==> src/rtl/countdown_timer_pkg.sv <==
// countdown_timer_pkg: shared state encoding and default width for countdown_timer
package countdown_timer_pkg;
  localparam int DEFAULT_SIZE = 8;
  typedef enum logic [1:0] {IDLE, RUN, DONE} state_e;
endpackage

==> src/rtl/countdown_timer.sv <==
// countdown_timer: loadable down-counter with one-shot/periodic modes, pause and abort
module countdown_timer
  import countdown_timer_pkg::*;
#(
  parameter int SIZE = DEFAULT_SIZE
) (
  input  logic            clk,
  input  logic            rst,
  input  logic            load_valid,
  input  logic [SIZE-1:0] load_value,
  output logic            load_ready,
  input  logic            auto_reload,
  input  logic            pause,
  input  logic            abort,
  output logic [SIZE-1:0] ctr,
  output logic            busy,
  output logic            done
);
  state_e state_q, state_d;
  logic [SIZE-1:0] ctr_q, ctr_d, reload_q, reload_d;
  logic auto_q, auto_d, done_q, done_d, armed_q;
  logic accept;

  // armed_q keeps load_ready low until the first edge after reset release
  assign load_ready = armed_q && (state_q != RUN);
  assign accept = load_valid && load_ready && !abort;
  assign ctr = ctr_q;
  assign busy = state_q == RUN;
  assign done = done_q;

  // next state: abort beats load, load beats counting, pause freezes RUN entirely
  always_comb begin
    state_d = state_q;
    ctr_d = ctr_q;
    reload_d = reload_q;
    auto_d = auto_q;
    done_d = 1'b0;
    if (abort) begin
      state_d = IDLE;
      ctr_d = '0;
      auto_d = 1'b0;
    end else if (accept) begin
      ctr_d = load_value;
      reload_d = load_value;
      state_d = (load_value == '0) ? DONE : RUN;
      done_d = load_value == '0;
      auto_d = (load_value != '0) && auto_reload;
    end else if (state_q == RUN && !pause) begin
      if (ctr_q != '0) begin
        ctr_d = ctr_q - SIZE'(1);
        done_d = ctr_q == SIZE'(1);
      end else if (auto_q) begin
        ctr_d = reload_q;
      end else begin
        state_d = DONE;
      end
    end
  end

  // state, count, reload and done registers with asynchronous active-low reset
  always_ff @(posedge clk or negedge rst) begin
    if (!rst) begin
      state_q <= IDLE;
      ctr_q <= '0;
      reload_q <= '0;
      auto_q <= 1'b0;
      done_q <= 1'b0;
      armed_q <= 1'b0;
    end else begin
      state_q <= state_d;
      ctr_q <= ctr_d;
      reload_q <= reload_d;
      auto_q <= auto_d;
      done_q <= done_d;
      armed_q <= 1'b1;
    end
  end
endmodule

==> config.mk <==
export PLATFORM = sky130hd
export DESIGN_NAME = countdown_timer
export DESIGN_NICKNAME = d
export VERILOG_FILES = /design/src/rtl/countdown_timer_pkg.sv /design/src/rtl/countdown_timer.sv
export SDC_FILE = /design/constraint.sdc
export NUM_CORES = 1
export LEC_CHECK = 0
export BUFFER_PORTS_ARGS = -buffer_cell sky130_fd_sc_hd__clkbuf_2
export CAP_MARGIN = 20
export CORE_ASPECT_RATIO = 1.75
export CORE_MARGIN = 5
export CORE_UTILIZATION = 30
export CTS_BUF_LIST = sky130_fd_sc_hd__clkbuf_4 sky130_fd_sc_hd__clkbuf_8
export DETAILED_ROUTE_END_ITERATION = 12
export MAX_ROUTING_LAYER = met4
export PLACE_DENSITY_LB_ADDON = 0.2
export SETUP_SLACK_MARGIN = 0.3
export SLEW_MARGIN = 20
export SYNTH_ARGS = -nofsm -noshare
export SYNTH_HDL_FRONTEND = slang
export SYNTH_SLANG_ARGS = --single-unit
==> constraint.sdc <==
create_clock -name clk -period 4.11 [get_ports clk]
set_input_delay 0.822 -clock clk [delete_from_list [all_inputs] [get_ports clk]]
set_output_delay 0.822 -clock clk [all_outputs]
set_load 0.1 [all_outputs]
**Word-level counts from Yosys, hierarchy flattened**

Index checks and enable logic that the tools add are counted.

- Add/subtract/negate cells: 1
- Eq/ne operators: 5
- Multiplexer cells: 17
- Bitwise operators: 1
- Reduce and logical (&&, ||, !) cells: 16

Operator list:

| cell | count |
|---|---|
| $mux 8 | 5 |
| $reduce_bool 8->1 | 2 |
| $mux 2 | 6 |
| $eq 8x1->1 const B | 1 |
| $logic_not 8->1 | 1 |
| $sub 8x1->8 const B | 1 |
| $mux 1 | 6 |
| $logic_and 1x1->1 | 5 |
| $reduce_and 2->1 | 2 |
| $reduce_bool 4->1 | 1 |
| $ne 3x2->1 const B | 1 |
| $ne 3x3->1 const B | 1 |
| $reduce_and 3->1 | 1 |
| $reduce_bool 3->1 | 1 |
| $eq 2x1->1 const B | 1 |
| $logic_not 1->1 | 2 |
| $ne 2x1->1 const B | 1 |
| $reduce_bool 2->1 | 1 |
| $not 1->1 | 1 |

- Register bits after elaboration: 21
- Bits of input ports: 14
- Output and inout bits: 11
- Logic and storage cells: 46

**Logic depth before layout (Yosys ltp)**

Gate-level depths: netlist of the first run.

- Depth in word-level cells: 6
- Mapped depth: 8
- Depth with buffers taken out: 7

**Worst setup path before layout of the first run**

No wires, ideal clock.

- Path kind: reg2reg
- From: register ctr_q[3], in the netlist ctr[3]
- To: register ctr_q[4], in the netlist ctr[4]
- Library setup time: 0.099 ns
- Data arrival time: 2.768 ns
- Required time: 4.011 ns
- Slack: 1.243 ns
- Cell stages (with the launch flop): 7
- Path buffers: 2
- Clock period less this slack: 2.867 ns
- Path through: dfrtp_1 -> or4_1 -> buf_2 -> or4_4 -> a211o_4 -> buf_6 -> a311oi_1

- Word-level cells in the longest chain between the ends: 5
- Elaborated cells on any way between the ends: 8
- Those cells by class: 1 x add/sub; 4 x mux; 3 x reduce/logical

Ends and longest elaborated chain:

| what | RTL line | RTL |
|---|---|---|
| start: declaration | countdown_timer.sv:20 | `logic [SIZE-1:0] ctr_q, ctr_d, reload_q, reload_d;` |
| start signal: assignment | countdown_timer.sv:71 | `ctr_q <= ctr_d;` |
| $sub 8x1->8 / $reduce_bool 8->1 (equally long branches) | countdown_timer.sv:50, countdown_timer.sv:49 |  |
| $mux 8 | countdown_timer.sv:49 | `if (ctr_q != '0) begin` |
| $mux 8 | countdown_timer.sv:48 | `end else if (state_q == RUN && !pause) begin` |
| $mux 8 | countdown_timer.sv:42 | `end else if (accept) begin` |
| $mux 8 | countdown_timer.sv:38 | `if (abort) begin` |

Several ways; a longest one is shown, not always the timed one. The select of a mux whose other input is x is not followed.
A chain may end at the register's enable or synchronous reset.

**Final worst setup path of the first run**

- From: register ctr_q[3], in the netlist ctr[3]
- To: register ctr_q[0], in the netlist ctr[0]

- Word-level cells in the longest chain between the ends: 5
- Elaborated cells on any way between the ends: 7
- Those cells by class: 4 x mux; 3 x reduce/logical

Ends and longest elaborated chain:

| what | RTL line |
|---|---|
| $reduce_bool 8->1 * | countdown_timer.sv:49 |
| $mux 8 | countdown_timer.sv:49 |
| $mux 8 | countdown_timer.sv:48 |
| $mux 8 | countdown_timer.sv:42 |
| $mux 8 | countdown_timer.sv:38 |

Every way passes the cells marked *; elsewhere a longest branch is shown, timed or not. The select of a mux whose other input is x is not followed.

==> flow_summary.toml, run 1 <==
[worst_setup_path]
critical_path.reg2reg.startpoint = "ctr[3]$_DFFE_PN0P_"
critical_path.max_fanout = 16
crit_required_ns = 4.22
ff2ff_setup_slack_ns = 1.66
setup.worst_path.end_class = "flip-flop"
destination_of_the_worst_register_to_register_timing_path = "ctr[0]$_DFFE_PN0P_"
ff2ff_path_depth = 5
critPathLaunchType = "flip-flop"
setup.worst_path.class = "reg2reg"
timing.critical_path.arrival_ns = 2.56

[yosys]
post_synth_instance_area_um2 = 1161
synth-async-reset-ratio = 1.000
post_synth_most_frequent_cells = "30 x sky130_fd_sc_hd__nand2_1, 21 x sky130_fd_sc_hd__dfrtp_1, 9 x sky130_fd_sc_hd__nor2_1, 7 x sky130_fd_sc_hd__inv_1"
synth_nets = 147
synth.top_cell.area_share = 0.4526
synthTopCellsByArea = "sky130_fd_sc_hd__dfrtp_1 45%, sky130_fd_sc_hd__nand2_1 9.7%, sky130_fd_sc_hd__a311oi_1 4.5%, sky130_fd_sc_hd__ha_1 3.2%, sky130_fd_sc_hd__o211ai_1 3.2%"
seq_area_frac_synth = 0.4526
synth.most_common_cell = "sky130_fd_sc_hd__nand2_1"
synthesis.instances = 130
avgSynthCellArea_um2 = 8.932
synth_top_cell_by_area = "sky130_fd_sc_hd__dfrtp_1"
synth-warning-count = 0
synth_edf_count = 0
yosys_register_bits = 21
yosys_most_used_dff = "sky130_fd_sc_hd__dfrtp_1"
synthDistinctLibCells = 36

[run]
maxCapViolCount = 0

[die]
die_height_um = 92.30
std_cell_rows = 30
chipWidth_um = 57.03
floorplan.die_area_um2 = 5264
core_um2 = 3829
initial_core_util = 0.3033
floorplan.io_pins = 25

[clocking]
cts.root.buffer_cell = "sky130_fd_sc_hd__clkbuf_8"
cts_sinks = 21
cts-htree-levels = 1
insertion_delay_ns = 0.26
post-cts-setup-buffers = 0
post_cts_resized = 0
cts_hold_repair.buffers = 0
clk_transition_reported_paths_ns = 0.08
cts_inserted_buffers = 3
cts_tree = "built"
cts_max_path_buffers = 2

[drt]
routedWlPerCell_um = 15.64
detailed_routing_iteration_count_for_the_pre_antenna_repair_pass = 4
drc_marker_count_from_the_first_detailed_route_iteration = 28
detail_route.vias_per_cell = 5.055
detail-route-antenna-nets = 0
post-route-drc-count = 0
drt_wl_total_um = 3113
detailroute.via_count = 1006

[final_layout]
antennaDiodeCount = 0
final_net_count = 169
filler_cell_count = 440
drive_gt1_frac = 0.2053
final_cell_count_no_fill = 199
syn_to_final_growth_pct = 16.70
post_layout_instance_area_um2 = 1355

[place]
placed_instance_count = 195
dpl_cell_area_um2 = 1306
port_buffers = 24
post-dp-hpwl_um = 2352
place_congestion = 0.9439

[timing]
maxSlewHeadroom = 0.5950
setup_viols_final = 0
layout_worst_path_cycle_share = 0.5961
setup_total_negative_slack_ns = 0
final.min_clock_period_ns = 2.450
worst-slew-pin-transition_ns = 0.6061
rsz0062_at_grt = "false"
clock-skew-final_ns = 0.001913
report.final.hold_viol_count = 0
max_freq_ghz = 0.4082
final_max_slew_viol_count = 0

[global_route]
globalRouteOverflowTotal = 0
antenna_violations_before_repair = 0
groute.layer.met2.usage = 0.2309
grt_usage = 0.1334
global_route.peak_usage_layer = "met2"
grt.met1_usage = 0.1442
grt_start_max_net_pins = 22
global_route_wire_length_before_repair_um = 5271
groute.layer.met3.usage = 0.02092
grt_pass1_vias = 1080

[min_path]
worstHoldPathCells = 2
holdCritPathClass = "reg2reg"
hold_start = "reload_q[0]$_DFFE_PN0P_"
hold_path_end = "reload_q[0]$_DFFE_PN0P_"

[status]
status = "completed"

[pwr]
p_leak_nw = 0.6586
fin_total_pwr_uw = 767.1
vdd_ir_drop_max_v = 0.0002197
power.density_nw_per_um2 = 566.1
[critical path: stages, from the launching register on]
cell	delay, ns
sky130_fd_sc_hd__dfrtp_1	0.44
sky130_fd_sc_hd__or4_1	0.65
sky130_fd_sc_hd__or4_4	0.53
sky130_fd_sc_hd__a211o_4	0.43
sky130_fd_sc_hd__o221ai_1	0.19
sky130_fd_sc_hd__a31oi_1	0.06
[where the power goes]
group | leakage (nW) | switching, mW | internal (mW)
Sequential | 0.268 | 0.0361 | 0.240
Combinational | 0.364 | 0.249 | 0.0981
Clock | 0.0262 | 0.0673 | 0.0756
[flip-flops by register name, indices dropped and copies added (netlist names)]
name and cells:
ctr 8, reload_q 8, state_q 2, armed_q 1, auto_q 1, done 1
[placed cells by master, fill, tap and decap left out, drive strengths merged, types with 3 or more instances in the layout]
cell / synthesis / final
xnor2: 4 / 4
nand2: 30 / 30
dfrtp: 21 / 21
clkbuf: 4 / 28
nor2: 9 / 9
nor3: 6 / 6
ha: 3 / 3
a311oi: 6 / 6
o21ai: 3 / 3
inv: 7 / 7
a21oi: 3 / 3
o211ai: 5 / 5
[logic make-up after synthesis]
logic type,Yosys count,share of synthesized area
xor gates and xnor gates,4,0.03017
muxes,1,0.008621
buffers and inverters,14,0.05279
AOI/OAI and AO/OA,28,0.1875
DFF,21,0.4526
other,1,0.003230
adders and majority gates,3,0.03233
and+or+nand+nor,58,0.2328
[worst max-delay path by stage]
stage,startpoint,end,slack (ns),depth (start not counted)
5_1_grt,ctr[3]$_DFFE_PN0P_,ctr[0]$_DFFE_PN0P_,1.57,5
6_report,ctr[3]$_DFFE_PN0P_,ctr[0]$_DFFE_PN0P_,1.66,5
2_1_floorplan,ctr[3]$_DFFE_PN0P_,ctr[4]$_DFFE_PN0P_,1.24,6
3_5_place_dp,ctr[3]$_DFFE_PN0P_,ctr[0]$_DFFE_PN0P_,1.66,5
3_3_place_gp,abort,ctr[6]$_DFFE_PN0P_,1.70,5
4_1_cts,ctr[3]$_DFFE_PN0P_,ctr[0]$_DFFE_PN0P_,1.66,5
[per-layer routing]
layer / vias to the layer above / routed length, um
li1: 500 / -
met1: 484 / 1278
met2: 18 / 1694
met3: 4 / 93
met4: 0 / 46
met5: - / 0
[area by class of cell]
| cell class | count | area [um2] | area share |
|---|---|---|---|
| Multi-Input combinational cell | 95 | 574.3 | 0.4238 |
| Sequential cell | 21 | 525.5 | 0.3878 |
| Timing Repair Buffer | 24 | 120.1 | 0.08864 |
| Tap cell | 48 | 60.06 | 0.04432 |
| Clock buffer | 4 | 48.80 | 0.03601 |
| Inverter | 7 | 26.28 | 0.01939 |
[per-stage QoR]
stage,util,setup slack [ns],hold WS (ns)
after global routing,0.3539,1.569,0.5135
after global placement,0.3412,1.696,0.4574
after detailed placement,0.3412,1.663,0.4637
after floorplan,-,1.243,0.4404
final,0.3539,1.660,0.4805
after CTS,0.3539,1.658,0.4827
Note: power is estimated with default switching activity, not from simulation.
==> run 2, diff against run 1 <==
clock period = 2.6 ns   (was 4.11 ns; I/O delays follow)
==> run 2 against run 1 <==
Compared with the run above:
- global-route usage fell by 0.27 points
- non-clock buffer count up 3
- via count grew 9.1%
- sequential power is 58% higher
- die area stayed put
- count of clock-buffer cells in the layout stayed put
- final cell count increased by 2.0%
- worst setup slack got worse by 1.4 ns
- flip-flop and latch count unchanged
- design area is 5.1% higher
- clock skew rose by 0.0017 ns
- highest routed layer unchanged
==> flow_summary.toml, run 2 (same netlist as run 1, synthesis figures left out) <==
[worst_setup_path]
critical_path.max_fanout = 8
critPathLaunchType = "flip-flop"
setup.worst_path.end_class = "flip-flop"
cpMostUsedCell = "sky130_fd_sc_hd__or4_4"
crit_required_ns = 2.71
crit_path_cell_trace = "or4_4 > or4_4 > a211o_4 > o221ai_2 > a31oi_1"
max_stage_delay_ns = 0.54
timing.critical_path.slowest_stage_cell = "sky130_fd_sc_hd__or4_4"
timing.critical_path.arrival_ns = 2.42
setup.worst_path.class = "reg2reg"
critical_path.n_buffers_inverters = 0
path_delay_family = "simple AND/OR/NAND/NOR gates"

[status]
status = "completed"

[global_route]
grt_start_max_net_pins = 22
globalRouteOverflowTotal = 0
grt_usage = 0.1307
global_route_wire_length_before_repair_um = 5223
grt_pass1_vias = 1093
antenna_violations_before_repair = 0

[timing]
max_freq_ghz = 0.4330
holdWs_ns = 0.2303
maxSlewHeadroom = 0.5802
layout_worst_path_cycle_share = 0.8882
clock-skew-final_ns = 0.003604
setup_viols_final = 0
final_max_slew_viol_count = 0
rsz0062_at_grt = "true"
final.min_clock_period_ns = 2.309
post-route-worst-setup-slack_ns = 0.2907
setup_total_negative_slack_ns = 0
worst-slew-pin-transition_ns = 0.6282
report.final.hold_viol_count = 0

[drt]
detailroute.via_count = 1098
drc_marker_count_from_the_first_detailed_route_iteration = 37
routedWlPerCell_um = 15.62
detail_route.vias_per_cell = 5.409
drt_wl_total_um = 3170
detail-route-antenna-nets = 0
post-route-drc-count = 0
detailed_routing_iteration_count_for_the_pre_antenna_repair_pass = 4

[final_layout]
final_net_count = 173
commonest_non_fill_non_tap_cells_in_the_layout = "30 x sky130_fd_sc_hd__nand2_1, 24 x sky130_fd_sc_hd__clkbuf_2, 17 x sky130_fd_sc_hd__dfrtp_1"
most_common_cell_after_layout_fill_and_taps_aside = "sky130_fd_sc_hd__nand2_1"
filler_cell_count = 417
drive_gt1_frac = 0.2774
antennaDiodeCount = 0
syn_to_final_growth_pct = 22.63

[min_path]
holdCritPathClass = "in2async"

[die]
floorplan.die_area_um2 = 5264
std_cell_rows = 30
core_um2 = 3829
die_height_um = 92.30
chipWidth_um = 57.03
initial_core_util = 0.3033
floorplan.io_pins = 25

[pwr]
net-switching-power_uw = 574.8
power.share.clock = 0.178
p_int_uw = 691.9
pwr-share-comb = 0.476
vdd_ir_drop_max_v = 0.0004494
p_leak_nw = 0.6769
power.density_nw_per_um2 = 889.6
seq_power_share = 0.346
sw_frac_of_total = 0.4538

[clocking]
cts_max_path_buffers = 2
clk_transition_reported_paths_ns = 0.08
insertion_delay_ns = 0.26
cts_tree = "built"
cts_inserted_buffers = 3
cts_hold_repair.buffers = 0
cts_sinks = 21
cts.root.buffer_cell = "sky130_fd_sc_hd__clkbuf_8"
cts-htree-levels = 1

[place]
place_congestion = 0.9537
pre_cts_ws_ns = 0.2050
post-dp-hpwl_um = 2274
port_buffers = 24

[run]
maxCapViolCount = 0
[run 2: cell types whose count changed in the layout (fill, tap and decap cells not counted), moves of 2 or more]
cell,change
sky130_fd_sc_hd__dfrtp_1,-4
sky130_fd_sc_hd__dfrtp_4,+2
sky130_fd_sc_hd__a311oi_2,+2
sky130_fd_sc_hd__a311oi_1,-2
sky130_fd_sc_hd__dfrtp_2,+2
sky130_fd_sc_hd__buf_4,+3
[run 2: metal layers]
layer / track usage / share of wire
met4: 0.07157 / 0.031
met5: - / 0
met1: 0.1467 / 0.40
met2: 0.2204 / 0.53
met3: 0.01674 / 0.038
[run 2: power by group through the flow]
stage / Clock (mW) / Combinational (mW) / Sequential, mW
floorplan: 0 / 0.265 / 0.631
global placement: 0 / 0.554 / 0.450
detailed placement: 0 / 0.556 / 0.452
CTS: 0.233 / 0.594 / 0.438
global route: 0.247 / 0.644 / 0.447
finish: 0.226 / 0.603 / 0.439
[run 2: final timing paths]
| check | from | to | slack (ns) | cells past startpoint |
|---|---|---|---|---|
| max reg2reg | ctr[2]$_DFFE_PN0P_ | ctr[0]$_DFFE_PN0P_ | 0.29 | 5 |
| max | ctr[2]$_DFFE_PN0P_ | ctr[0]$_DFFE_PN0P_ | 0.29 | 5 |
| min reg2reg | reload_q[4]$_DFFE_PN0P_ | reload_q[4]$_DFFE_PN0P_ | 0.49 | 2 |
| min in group clk | auto_reload | auto_q$_DFFE_PN0P_ | 0.48 | 2 |
| min | rst | reload_q[4]$_DFFE_PN0P_ | 0.23 | 1 |
| max in group asynchronous | rst | ctr[2]$_DFFE_PN0P_ | 1.96 | 1 |
[run 2: layout make-up]
cell class | count | area [um2] | share of cell area
multi-input combinational | 96 | 610.6 | 0.4288
sequential | 21 | 535.5 | 0.3761
timing repair buffer | 27 | 142.6 | 0.1002
tap | 48 | 60.06 | 0.04218
clock buffer | 4 | 48.80 | 0.03427
inverter | 7 | 26.28 | 0.01845
[run 2: per-stage QoR]
| step | cell area (um2) | utilization | power [mW] | std cells |
|---|---|---|---|---|
| floorplan | 1171 | - | 0.8959 | 130 |
| global placement | 1324 | 0.3458 | 1.004 | 196 |
| detailed placement | 1324 | 0.3458 | 1.009 | 196 |
| CTS | 1411 | 0.3686 | 1.266 | 203 |
| global route | 1424 | 0.3719 | 1.339 | 203 |
| finish | 1424 | 0.3719 | 1.267 | 203 |
[run 2: what timing repair did]
item | CTS | global route
setup buffers | 2 | 0
endpoints found under the setup margin | 8 | 8
pin swaps | 1 | 1
gates cloned | 1 | 0
gates resized for setup | 3 | 2
==> run 3, diff against run 2 <==
MAX_ROUTING_LAYER = not set   (was met4)
REMOVE_ABC_BUFFERS = 1   (was not set)
==> run 3 against run 2 <==
Compared with the run above:
- register-to-register slack better by 0.07 ns
- clock power up 3%
- critical path type unchanged
- largest power group unchanged
- count of clock-buffer cells in the layout unchanged
- maximum frequency up 3.3%
==> flow_summary.toml, run 3 (same netlist as run 1, synthesis figures left out) <==
[drt]
routedWlPerCell_um = 16.15
drt_wl_total_um = 3326
detail-route-antenna-nets = 0
detailroute.via_count = 1091
post-route-drc-count = 0
detailed_routing_iteration_count_for_the_pre_antenna_repair_pass = 4
drc_marker_count_from_the_first_detailed_route_iteration = 14
detail_route.vias_per_cell = 5.296

[final_layout]
most_common_cell_after_layout_fill_and_taps_aside = "sky130_fd_sc_hd__nand2_1"
commonest_non_fill_non_tap_cells_in_the_layout = "30 x sky130_fd_sc_hd__nand2_1, 24 x sky130_fd_sc_hd__clkbuf_2, 20 x sky130_fd_sc_hd__dfrtp_1"
post-route-util = 0.3761
post_layout_instance_area_um2 = 1440
final_net_count = 176
antennaDiodeCount = 0
syn_to_final_growth_pct = 24.03
final_cell_count_no_fill = 206
drive_gt1_frac = 0.2848

[worst_setup_path]
critical_path.max_fanout = 8
critPathLaunchType = "flip-flop"
critical_path.reg2reg.startpoint = "ctr[5]$_DFFE_PN0P_"
timing.critical_path.arrival_ns = 2.41
launch_point_of_the_worst_path = "ctr[5]$_DFFE_PN0P_"
setup.worst_path.end_class = "flip-flop"
setup.worst_path.class = "reg2reg"
crit_required_ns = 2.77

[pwr]
power.density_nw_per_um2 = 895.5
p_int_uw = 703.3
p_leak_nw = 0.6953
vdd_ir_drop_max_v = 0.0004458
power.share.clock = 0.181
net-switching-power_uw = 586.3
sw_frac_of_total = 0.4547
pwr-share-comb = 0.484
seq_power_share = 0.335

[run]
maxCapViolCount = 0

[status]
status = "completed"

[die]
initial_core_util = 0.3033
chipWidth_um = 57.03
die_height_um = 92.30
std_cell_rows = 30
floorplan.die_area_um2 = 5264
core_um2 = 3829
floorplan.io_pins = 25

[clocking]
cts.root.buffer_cell = "sky130_fd_sc_hd__clkbuf_8"
clk_transition_reported_paths_ns = 0.08
cts_tree = "built"
cts_sinks = 21
cts-htree-levels = 1
insertion_delay_ns = 0.27
cts_max_path_buffers = 2
cts_hold_repair.buffers = 0
cts_inserted_buffers = 3

[global_route]
grt_start_max_net_pins = 22
antenna_violations_before_repair = 0
grt_usage = 0.1287
grt_pass1_vias = 1143
global_route_wire_length_before_repair_um = 5299
globalRouteOverflowTotal = 0

[timing]
clock-skew-final_ns = 0.001892
post-route-worst-setup-slack_ns = 0.3634
rsz0062_at_grt = "true"
worst-slew-pin-transition_ns = 0.5757
max_freq_ghz = 0.4471
setup_viols_final = 0
final.min_clock_period_ns = 2.237
layout_worst_path_cycle_share = 0.8602
final_max_slew_viol_count = 0
report.final.hold_viol_count = 0
maxSlewHeadroom = 0.6162

[min_path]
holdCritPathClass = "in2async"

[place]
post-dp-hpwl_um = 2323
port_buffers = 24
pre_cts_ws_ns = 0.3035
placed_instance_count = 199
place_congestion = 0.7673
dpl_cell_area_um2 = 1336
==> run 3: stage by stage <==
stage          hold WS (ns)  total power, mW  TNS [ns]
4_1_cts              0.2581            1.258         0
6_report             0.2358            1.290         0
2_1_floorplan        0.2244           0.8752    -1.108
3_3_place_gp         0.4628            1.013         0
5_1_grt              0.2876            1.366         0
3_5_place_dp         0.4644            1.016         0
==> run 3: final timing paths <==
check,to,slack (ns),cells past startpoint
max in group asynchronous,ctr[0]$_DFFE_PN0P_,1.96,1
worst max register to register,ctr[4]$_DFFE_PN0P_,0.36,4
worst max-delay path,ctr[4]$_DFFE_PN0P_,0.36,4
min in group clk,reload_q[2]$_DFFE_PN0P_,0.48,2
worst min register to register,reload_q[2]$_DFFE_PN0P_,0.48,2
worst min-delay path,state_q[0]$_DFFE_PN0P_,0.24,1
==> run 3: area by class of cell <==
class | instances | area [um2]
Tap cell | 48 | 60.06
Clock buffer | 4 | 48.80
Multi-Input combinational cell | 96 | 613.1
Timing Repair Buffer | 30 | 165.2
Fill cell | 412 | 2389
Inverter | 7 | 26.28
Sequential cell | 21 | 526.8
==> run 3: critical path, cell delays in order, from the launching register on <==
cell and delay (ns):
sky130_fd_sc_hd__dfrtp_1 0.42, sky130_fd_sc_hd__or4_4 0.49, sky130_fd_sc_hd__or4_4 0.53, sky130_fd_sc_hd__a211o_4 0.41
sky130_fd_sc_hd__a311oi_2 0.29
==> run 3: routing by layer <==
layer / GRT usage / part of all wire / vias up
met1: 0.1414 / 0.41 / 543
met5: 0 / 0 / -
met4: 0.06576 / 0.019 / 0
met3: 0.01534 / 0.031 / 5
li1: - / - / 520
met2: 0.2347 / 0.54 / 23
==> run 3: power by group through the flow <==
stage,Combinational [mW],Sequential [mW],Clock (mW)
after floorplan,0.252,0.623,0
after global placement,0.579,0.434,0
after detailed placement,0.580,0.437,0
after CTS,0.587,0.430,0.241
after global routing,0.675,0.440,0.251
final,0.625,0.431,0.233
==> run 3: repair_timing <==
item                                    4_1_cts  5_1_grt
pin swaps                                     0        2
buffers inserted                              0        2
endpoints found under the setup margin        1        8
resized for setup                             1        8
gates cloned                                  0        1
